**src/rtl/vga_pkg.sv**
```systemverilog
// Shared types for the VGA drawing pipeline.
// screen_t is also the select code for the background drawer mux.
package vga_pkg;

  typedef enum logic [1:0] {
    SCR_START = 2'b00,
    SCR_PLAY  = 2'b01,
    SCR_PAUSE = 2'b10,
    SCR_OVER  = 2'b11
  } screen_t;

endpackage

```
**src/rtl/edge_rise.sv**
```systemverilog
// One-cycle rising-edge pulse derived from an input and its registered copy.
// The copy resets to 0, so a level already high at reset release yields one pulse.
module edge_rise (
  input  logic clk,
  input  logic rst,
  input  logic d,
  output logic rise
);

  logic d_q;

  always_ff @(posedge clk or posedge rst) begin
    if (rst) d_q <= 1'b0;
    else     d_q <= d;
  end

  assign rise = d & ~d_q;

endmodule

```
**src/rtl/screen_ctrl.sv**
```systemverilog
// Frame-synchronous screen-mode controller: collects button/game-over events
// during a frame and changes screen only on the frame boundary tick.
module screen_ctrl
  import vga_pkg::*;
#(
  parameter int OVER_FRAMES = 120
) (
  input  logic       clk40MHz,
  input  logic       rst,
  input  logic       vblnk,
  input  logic       btn_start,
  input  logic       btn_pause,
  input  logic       game_over,
  output logic [1:0] bg_sel,
  output logic       game_en,
  output logic       frame_tick
);

  localparam int               CNT_W    = $clog2(OVER_FRAMES + 1);
  localparam logic [CNT_W-1:0] CNT_LAST = CNT_W'(OVER_FRAMES - 1);

  logic             vblnk_rise;
  logic             start_rise;
  logic             pause_rise;
  logic             pend_start;
  logic             pend_pause;
  logic             pend_over;
  logic             req_start;
  logic             req_pause;
  logic             req_over;
  screen_t          state;
  screen_t          state_next;
  logic [CNT_W-1:0] over_cnt;
  logic [CNT_W-1:0] over_cnt_next;

  edge_rise u_vblnk_edge (
    .clk  (clk40MHz),
    .rst  (rst),
    .d    (vblnk),
    .rise (vblnk_rise)
  );

  edge_rise u_start_edge (
    .clk  (clk40MHz),
    .rst  (rst),
    .d    (btn_start),
    .rise (start_rise)
  );

  edge_rise u_pause_edge (
    .clk  (clk40MHz),
    .rst  (rst),
    .d    (btn_pause),
    .rise (pause_rise)
  );

  always_ff @(posedge clk40MHz or posedge rst) begin
    if (rst) frame_tick <= 1'b0;
    else     frame_tick <= vblnk_rise;
  end

  // Pending requests: sticky within a frame, consumed (or discarded) on every tick.
  always_ff @(posedge clk40MHz or posedge rst) begin
    if (rst) begin
      pend_start <= 1'b0;
      pend_pause <= 1'b0;
      pend_over  <= 1'b0;
    end else if (frame_tick) begin
      pend_start <= 1'b0;
      pend_pause <= 1'b0;
      pend_over  <= 1'b0;
    end else begin
      pend_start <= pend_start | start_rise;
      pend_pause <= pend_pause | pause_rise;
      pend_over  <= pend_over  | game_over;
    end
  end

  // Events landing in the tick cycle itself still count for this boundary.
  assign req_start = pend_start | start_rise;
  assign req_pause = pend_pause | pause_rise;
  assign req_over  = pend_over  | game_over;

  always_comb begin
    state_next    = state;
    over_cnt_next = over_cnt;
    if (frame_tick) begin
      case (state)
        SCR_START: begin
          if (req_start) state_next = SCR_PLAY;
        end
        SCR_PLAY: begin
          if (req_over) begin
            state_next    = SCR_OVER;
            over_cnt_next = '0;
          end else if (req_pause) begin
            state_next = SCR_PAUSE;
          end
        end
        SCR_PAUSE: begin
          if (req_pause || req_start) state_next = SCR_PLAY;
        end
        SCR_OVER: begin
          if (req_start || (over_cnt == CNT_LAST)) begin
            state_next    = SCR_START;
            over_cnt_next = '0;
          end else begin
            over_cnt_next = over_cnt + CNT_W'(1);
          end
        end
        default: begin
          state_next    = SCR_START;
          over_cnt_next = '0;
        end
      endcase
    end
  end

  // Outputs load together with the state so they are visible the cycle after the tick.
  always_ff @(posedge clk40MHz or posedge rst) begin
    if (rst) begin
      state    <= SCR_START;
      over_cnt <= '0;
      bg_sel   <= 2'b00;
      game_en  <= 1'b0;
    end else begin
      state    <= state_next;
      over_cnt <= over_cnt_next;
      bg_sel   <= state_next;
      game_en  <= (state_next == SCR_PLAY);
    end
  end

endmodule
```
**config.mk**
```make
export PLATFORM = sky130hd
export DESIGN_NAME = screen_ctrl
export DESIGN_NICKNAME = d
export VERILOG_FILES = /design/src/rtl/vga_pkg.sv /design/src/rtl/edge_rise.sv /design/src/rtl/screen_ctrl.sv
export SDC_FILE = /design/constraint.sdc
export NUM_CORES = 1
export LEC_CHECK = 0
export CAP_MARGIN = 10
export CORE_MARGIN = 5
export CORE_UTILIZATION = 41
export CTS_CLUSTER_DIAMETER = 80
export DETAILED_ROUTE_END_ITERATION = 6
export HOLD_SLACK_MARGIN = 0.1
export SYNTH_ARGS = -nofsm -noshare
export SYNTH_HDL_FRONTEND = slang
export SYNTH_SLANG_ARGS = --single-unit
```
**constraint.sdc**
```tcl
create_clock -name clk40MHz -period 2.05 [get_ports clk40MHz]
set_input_delay 0.41 -clock clk40MHz [delete_from_list [all_inputs] [get_ports clk40MHz]]
set_output_delay 0.41 -clock clk40MHz [all_outputs]
set_load 0.01 [all_outputs]
```
==> results.sh, run 1 <==
export IMPL_outcome="complete, no violations"
export IMPL_post_cts_setup_buffer_count=0
export IMPL_hold_start="u_vblnk_edge.d_q"
export IMPL_cts_root_buf="clkbuf_4"
export IMPL_slew_violations=0
export IMPL_routed_wl_mm=1.64
export IMPL_postCtsHoldBufs=0
export IMPL_port_buffers=9
export IMPL_final_net_count=104
export IMPL_die_area_sq_um=3130
export IMPL_crit_required_ns=1.64
export IMPL_crit_start="frame_tick"
export IMPL_crit_fanout=11
export IMPL_worstHoldPathType="flop to flop"
export IMPL_grt_pass1_vias=682
export IMPL_r2r_start="state[1]"
export IMPL_netlist_area_sq_um=865
export IMPL_grt_max_degree=18
export IMPL_timing_hold_ws_ns=0.401
export IMPL_peakVddDrop_uv=480
export IMPL_n_fill_cell=180
export IMPL_critical_path_class="flop to output pin"
export IMPL_die_w_um=55.9
export IMPL_leakagePower_uw=0.000399
export IMPL_clock_path_buffers=2
export IMPL_cts_resized=0
export IMPL_ant_nets=0
export IMPL_worstPathCellList="clkdlybuf4s50_1"
export IMPL_clk_latency_ns=0.29
export IMPL_path_buf_inv=1
export IMPL_grt_overflow=0
export IMPL_finalSetupViolCount=0
export IMPL_hold_viol=0
export IMPL_final_period_utilization=0.922
export IMPL_crit_family="buffers and inverters"
export IMPL_crit_slowest_cell="clkdlybuf4s50_1"
export IMPL_cts_num_sinks=17
export IMPL_drive_above_1_share=0.146
export IMPL_syn_num_nets=90
export IMPL_final_setup_tns_ns=0
export IMPL_rsz0062_at_grt="false"
export IMPL_drt_iter0_markers=4
export IMPL_worst_pin_slew_ns=0.409
export IMPL_row_count=16
export IMPL_synth_seq_cells=17
export IMPL_skew_ns=0.00128
export IMPL_wl_per_cell_um=13.3
export IMPL_ys_types=39
export IMPL_start_util=0.436
export IMPL_detail_route_first_pass_iterations=4
export IMPL_io_pins=10
export IMPL_syn_avg_cell_area_sq_um=10.4
export IMPL_synth_edff_count=0
export IMPL_grt_pass1_wl_mm=2.98
export IMPL_max_freq_ghz=0.529
export IMPL_synth_main_ff_cell="dfrtp_1"
export IMPL_synth_warnings=0
export IMPL_cts_htree_levels=1
export IMPL_hpwl_mm=1.18
export IMPL_max_slew_margin=0.724
export IMPL_drv_cap=0
export IMPL_die_y_um=55.9
export IMPL_fin_ws_ns=0.159
export IMPL_avgViaCountPerCell=5.34
export IMPL_cts_tree="yes"
export IMPL_antenna_cells=0
export IMPL_gp_routability_congestion=0.882
export IMPL_p_per_area_nw_per_um2=893
export IMPL_cts_buffers=3
export IMPL_clk_pin_slew_worst_paths_ns=0.10
export IMPL_stdcell_count=123
export IMPL_arrival_ns=1.48
export IMPL_pre_cts_slack_ns=0.0852
export IMPL_num_vias=657
export IMPL_core_area_sq_um=1980
export IMPL_finalCriticalPeriod_ns=1.89
export IMPL_antenna_found_initial=0
export IMPL_max_stage_delay_ns=0.61
export IMPL_reg2reg_slack_ns=0.45
export IMPL_cp_end_kind="output pin"
export IMPL_gr_usage_all_layers=0.121
export IMPL_start_kind="flop"
export IMPL_synthArstFlopShare=1.00
export IMPL_syn_instance_count=83
export IMPL_ys_seq_area_frac=0.492
export IMPL_syn2layout_area_growth_pct=18.1
export IMPL_drc=0
export IMPL_placed_cells=119
## metal layers
| layer | up-vias | part of all wire | global-route usage |
|---|---|---|---|
| met3 | 4 | 0.051 | 0.0534 |
| met5 | - | 0 | 0 |
| li1 | 336 | - | - |
| met2 | 14 | 0.42 | 0.167 |
| met4 | 0 | 0.015 | 0.0610 |
| met1 | 303 | 0.51 | 0.160 |
## final cells by class
cell class	count	area (sq um)	share of cell area
clock buffers	3	22.5	0.0221
clock inverters	1	5.00	0.00490
inverters	3	11.3	0.0110
multi-input cells	60	410	0.402
flip-flops and latches	17	425	0.417
well taps	27	33.8	0.0331
repair buffers	12	113	0.110
## report_power, final
| group | total [uW] | leakage [uW] | internal, uW | switching (uW) |
|---|---|---|---|---|
| clock | 179 | 0.0000177 | 72.7 | 106 |
| combinational | 260 | 0.000164 | 140 | 120 |
| sequential | 473 | 0.000217 | 386 | 86.9 |
## synthesized netlist by cell type, types with 2 or more instances
cell type | n | area (sq um)
o21ai_0 | 4 | 20.0
nand4_1 | 2 | 12.5
dfrtp_1 | 17 | 425
buf_2 | 2 | 10.0
a31oi_1 | 2 | 12.5
nand2_1 | 8 | 30.0
or2_2 | 2 | 12.5
nand2b_1 | 2 | 12.5
nor2_1 | 6 | 22.5
nor2b_1 | 2 | 12.5
inv_1 | 3 | 11.3
nand3_1 | 6 | 30.0
## through the flow
| step | power [uW] | util | cell area (sq um) |
|---|---|---|---|
| after global routing | 977 | 0.515 | 1020 |
| final | 912 | 0.515 | 1020 |
| after floorplan | 636 | - | 865 |
| after detailed placement | 740 | 0.501 | 993 |
| after CTS | 928 | 0.515 | 1020 |
| after global placement | 737 | 0.501 | 993 |
## worst paths after layout
check / endpoint / cells after the start
setup reg to reg: over_cnt[5] / 4
max in group asynchronous: state[1] / 3
min in group asynchronous: u_vblnk_edge.d_q / 3
hold / removal: frame_tick / 1
hold reg to reg: frame_tick / 1
setup / recovery: frame_tick / 1
## logic make-up after synthesis
group	count (synthesis)	synth area share
AND/OR/NAND/NOR	40	0.279
adder cells (fa/ha/maj)	1	0.0145
AO/OA/AOI/OAI	19	0.181
flip-flops	17	0.492
buffers and inverters	6	0.0333
## sequential cells by signal (all words and copies together) (netlist names)
signal	cells
game_en	1
pend_over	1
frame_tick	1
u_start_edge.d_q	1
pend_start	1
u_vblnk_edge.d_q	1
u_pause_edge.d_q	1
over_cnt	7
state	2
pend_pause	1
## cell usage in the layout (no fill, tap or decap), types with 3 or more instances in the layout
cell,instances
clkdlybuf4s50_1,9
dfrtp_1,17
inv_1,3
clkbuf_4,3
o21ai_0,4
nor2_1,6
nand3_1,6
buf_4,3
nand2_1,8
Note: power is estimated with default switching activity, not from simulation.
==> inputs of run 2 (changes only) <==
--- a/config.mk
+++ b/config.mk
@@ -6,7 +6,7 @@
 export NUM_CORES = 1
 export LEC_CHECK = 0
 export CAP_MARGIN = 10
-export CORE_MARGIN = 5
+export CORE_MARGIN = 2
 export CORE_UTILIZATION = 41
 export CTS_CLUSTER_DIAMETER = 80
 export DETAILED_ROUTE_END_ITERATION = 6
==> run 2 against run 1 <==
Net effect: hold slack got worse by 0.081 ns; sequential share of layout area increased by 0.36 points; clock-buffer cell count increased by 1; combinational power decreased by 3%; clock power about the same; flip-flop and latch count unchanged; worst setup slack got worse by 0.018 ns; wire length increased by 1.3%; highest routed layer unchanged; via count increased by 3.5%.
==> results.sh, run 2 (synthesized netlist as in run 1, its figures left out) <==
export IMPL_outcome="complete, no violations"
export IMPL_crit_start="state[1]"
export IMPL_crit_fanout=10
export IMPL_port_buffers=9
export IMPL_max_freq_ghz=0.524
export IMPL_skew_ns=0.00306
export IMPL_grt_pass1_vias=641
export IMPL_final_setup_tns_ns=0
export IMPL_cts_tree="yes"
export IMPL_gp_routability_congestion=0.859
export IMPL_gr_usage_all_layers=0.155
export IMPL_crit_family="buffers and inverters"
export IMPL_reg_top3="over_cnt x7, state x2"
export IMPL_antenna_cells=0
export IMPL_ant_nets=0
export IMPL_drv_cap=0
export IMPL_routed_wl_mm=1.66
export IMPL_n_fill_cell=179
export IMPL_final_period_utilization=0.931
export IMPL_finalSetupViolCount=0
export IMPL_drive_above_1_share=0.126
export IMPL_crit_required_ns=1.64
export IMPL_antenna_found_initial=0
export IMPL_final_common_cell="dfrtp_1"
export IMPL_syn2layout_area_growth_pct=17.1
export IMPL_clk_latency_ns=0.29
export IMPL_timing_hold_ws_ns=0.320
export IMPL_die_y_um=49.9
export IMPL_peakVddDrop_uv=456
export IMPL_postCtsHoldBufs=0
export IMPL_worstPathCellList="clkdlybuf4s50_1"
export IMPL_post_cts_setup_buffer_count=0
export IMPL_largest_reg_flops=7
export IMPL_die_w_um=49.9
export IMPL_cp_endpoint="bg_sel[1]"
export IMPL_cts_resized=0
export IMPL_grt_pass1_wl_mm=2.93
export IMPL_finalCriticalPeriod_ns=1.91
export IMPL_avgViaCountPerCell=5.57
export IMPL_cts_root_buf="clkbuf_4"
export IMPL_path_buf_inv=1
export IMPL_hpwl_mm=1.25
export IMPL_grt_overflow=0
export IMPL_slew_violations=0
export IMPL_final_net_count=103
export IMPL_cts_num_sinks=17
export IMPL_cp_end_kind="output pin"
export IMPL_worstHoldPathType="input port to asynchronous set/reset pin"
export IMPL_start_kind="flop"
export IMPL_crit_slowest_cell="clkdlybuf4s50_1"
export IMPL_cts_htree_levels=1
export IMPL_io_pins=10
export IMPL_reg2reg_slack_ns=0.45
export IMPL_start_util=0.436
export IMPL_regMostFlops="over_cnt"
export IMPL_final_cell_mix="dfrtp_1 (17), clkdlybuf4s50_1 (9), nand2_1 (8)"
export IMPL_r2r_start="state[1]"
export IMPL_rsz0062_at_grt="false"
export IMPL_drt_iter0_markers=5
export IMPL_clock_path_buffers=2
export IMPL_detail_route_first_pass_iterations=4
export IMPL_leakagePower_uw=0.000392
export IMPL_p_per_area_nw_per_um2=900
export IMPL_critical_path_class="flop to output pin"
export IMPL_die_area_sq_um=2490
export IMPL_arrival_ns=1.50
export IMPL_clk_pin_slew_worst_paths_ns=0.10
export IMPL_row_count=16
export IMPL_wl_per_cell_um=13.6
export IMPL_max_slew_margin=0.712
export IMPL_crit_cells=1
export IMPL_drc=0
export IMPL_worst_pin_slew_ns=0.431
export IMPL_hold_viol=0
export IMPL_ff2ff_path_depth=4
export IMPL_cts_buffers=3
export IMPL_core_area_sq_um=1980
export IMPL_num_vias=680
export IMPL_finalPower_uw=911
export IMPL_max_stage_delay_ns=0.62
export IMPL_grt_max_degree=13
export IMPL_rr_endpoint="over_cnt[5]"
run 2: how the worst min path moves through the flow:
stage | startpoint | end | depth (start not counted)
CTS | rst | pend_over | 2
floorplan | rst | frame_tick | 1
detailed placement | u_vblnk_edge.d_q | frame_tick | 1
global placement | u_vblnk_edge.d_q | frame_tick | 1
finish | rst | pend_over | 2
global route | rst | pend_over | 2
run 2: metrics by stage:
| step | setup WS (ns) | utilization | std cells | instance area, sq um |
|---|---|---|---|---|
| 3_5_place_dp | 0.0804 | 0.497 | 118 | 986 |
| 5_1_grt | 0.0747 | 0.511 | 122 | 1010 |
| 4_1_cts | 0.126 | 0.511 | 122 | 1010 |
| 2_1_floorplan | 0.611 | - | 83 | 865 |
| 3_3_place_gp | 0.118 | 0.497 | 118 | 986 |
| 6_report | 0.141 | 0.511 | 122 | 1010 |
run 2: area by class of cell:
cell class / instances / area [sq um] / share of cell area
clock buffers: 4 / 26.3 / 0.0260
multi-input cells: 60 / 410 / 0.405
repair buffers: 11 / 105 / 0.104
well taps: 27 / 33.8 / 0.0334
inverters: 3 / 11.3 / 0.0111
flip-flops and latches: 17 / 425 / 0.420
run 2: per-layer routing:
| layer | share of wire | GRT usage |
|---|---|---|
| met5 | 0 | 0 |
| met4 | 0.0091 | 0.0694 |
| met3 | 0.042 | 0.0273 |
| met2 | 0.48 | 0.244 |
| met1 | 0.47 | 0.207 |
run 2: report_power, final:
| part | internal [uW] | switching (uW) | total [uW] | leakage, uW |
|---|---|---|---|---|
| clock network | 75.5 | 107 | 182 | 0.0000150 |
| registers | 386 | 90.1 | 476 | 0.000217 |
| logic | 136 | 117 | 253 | 0.000160 |
| total | 598 | 314 | 911 | 0.000392 |
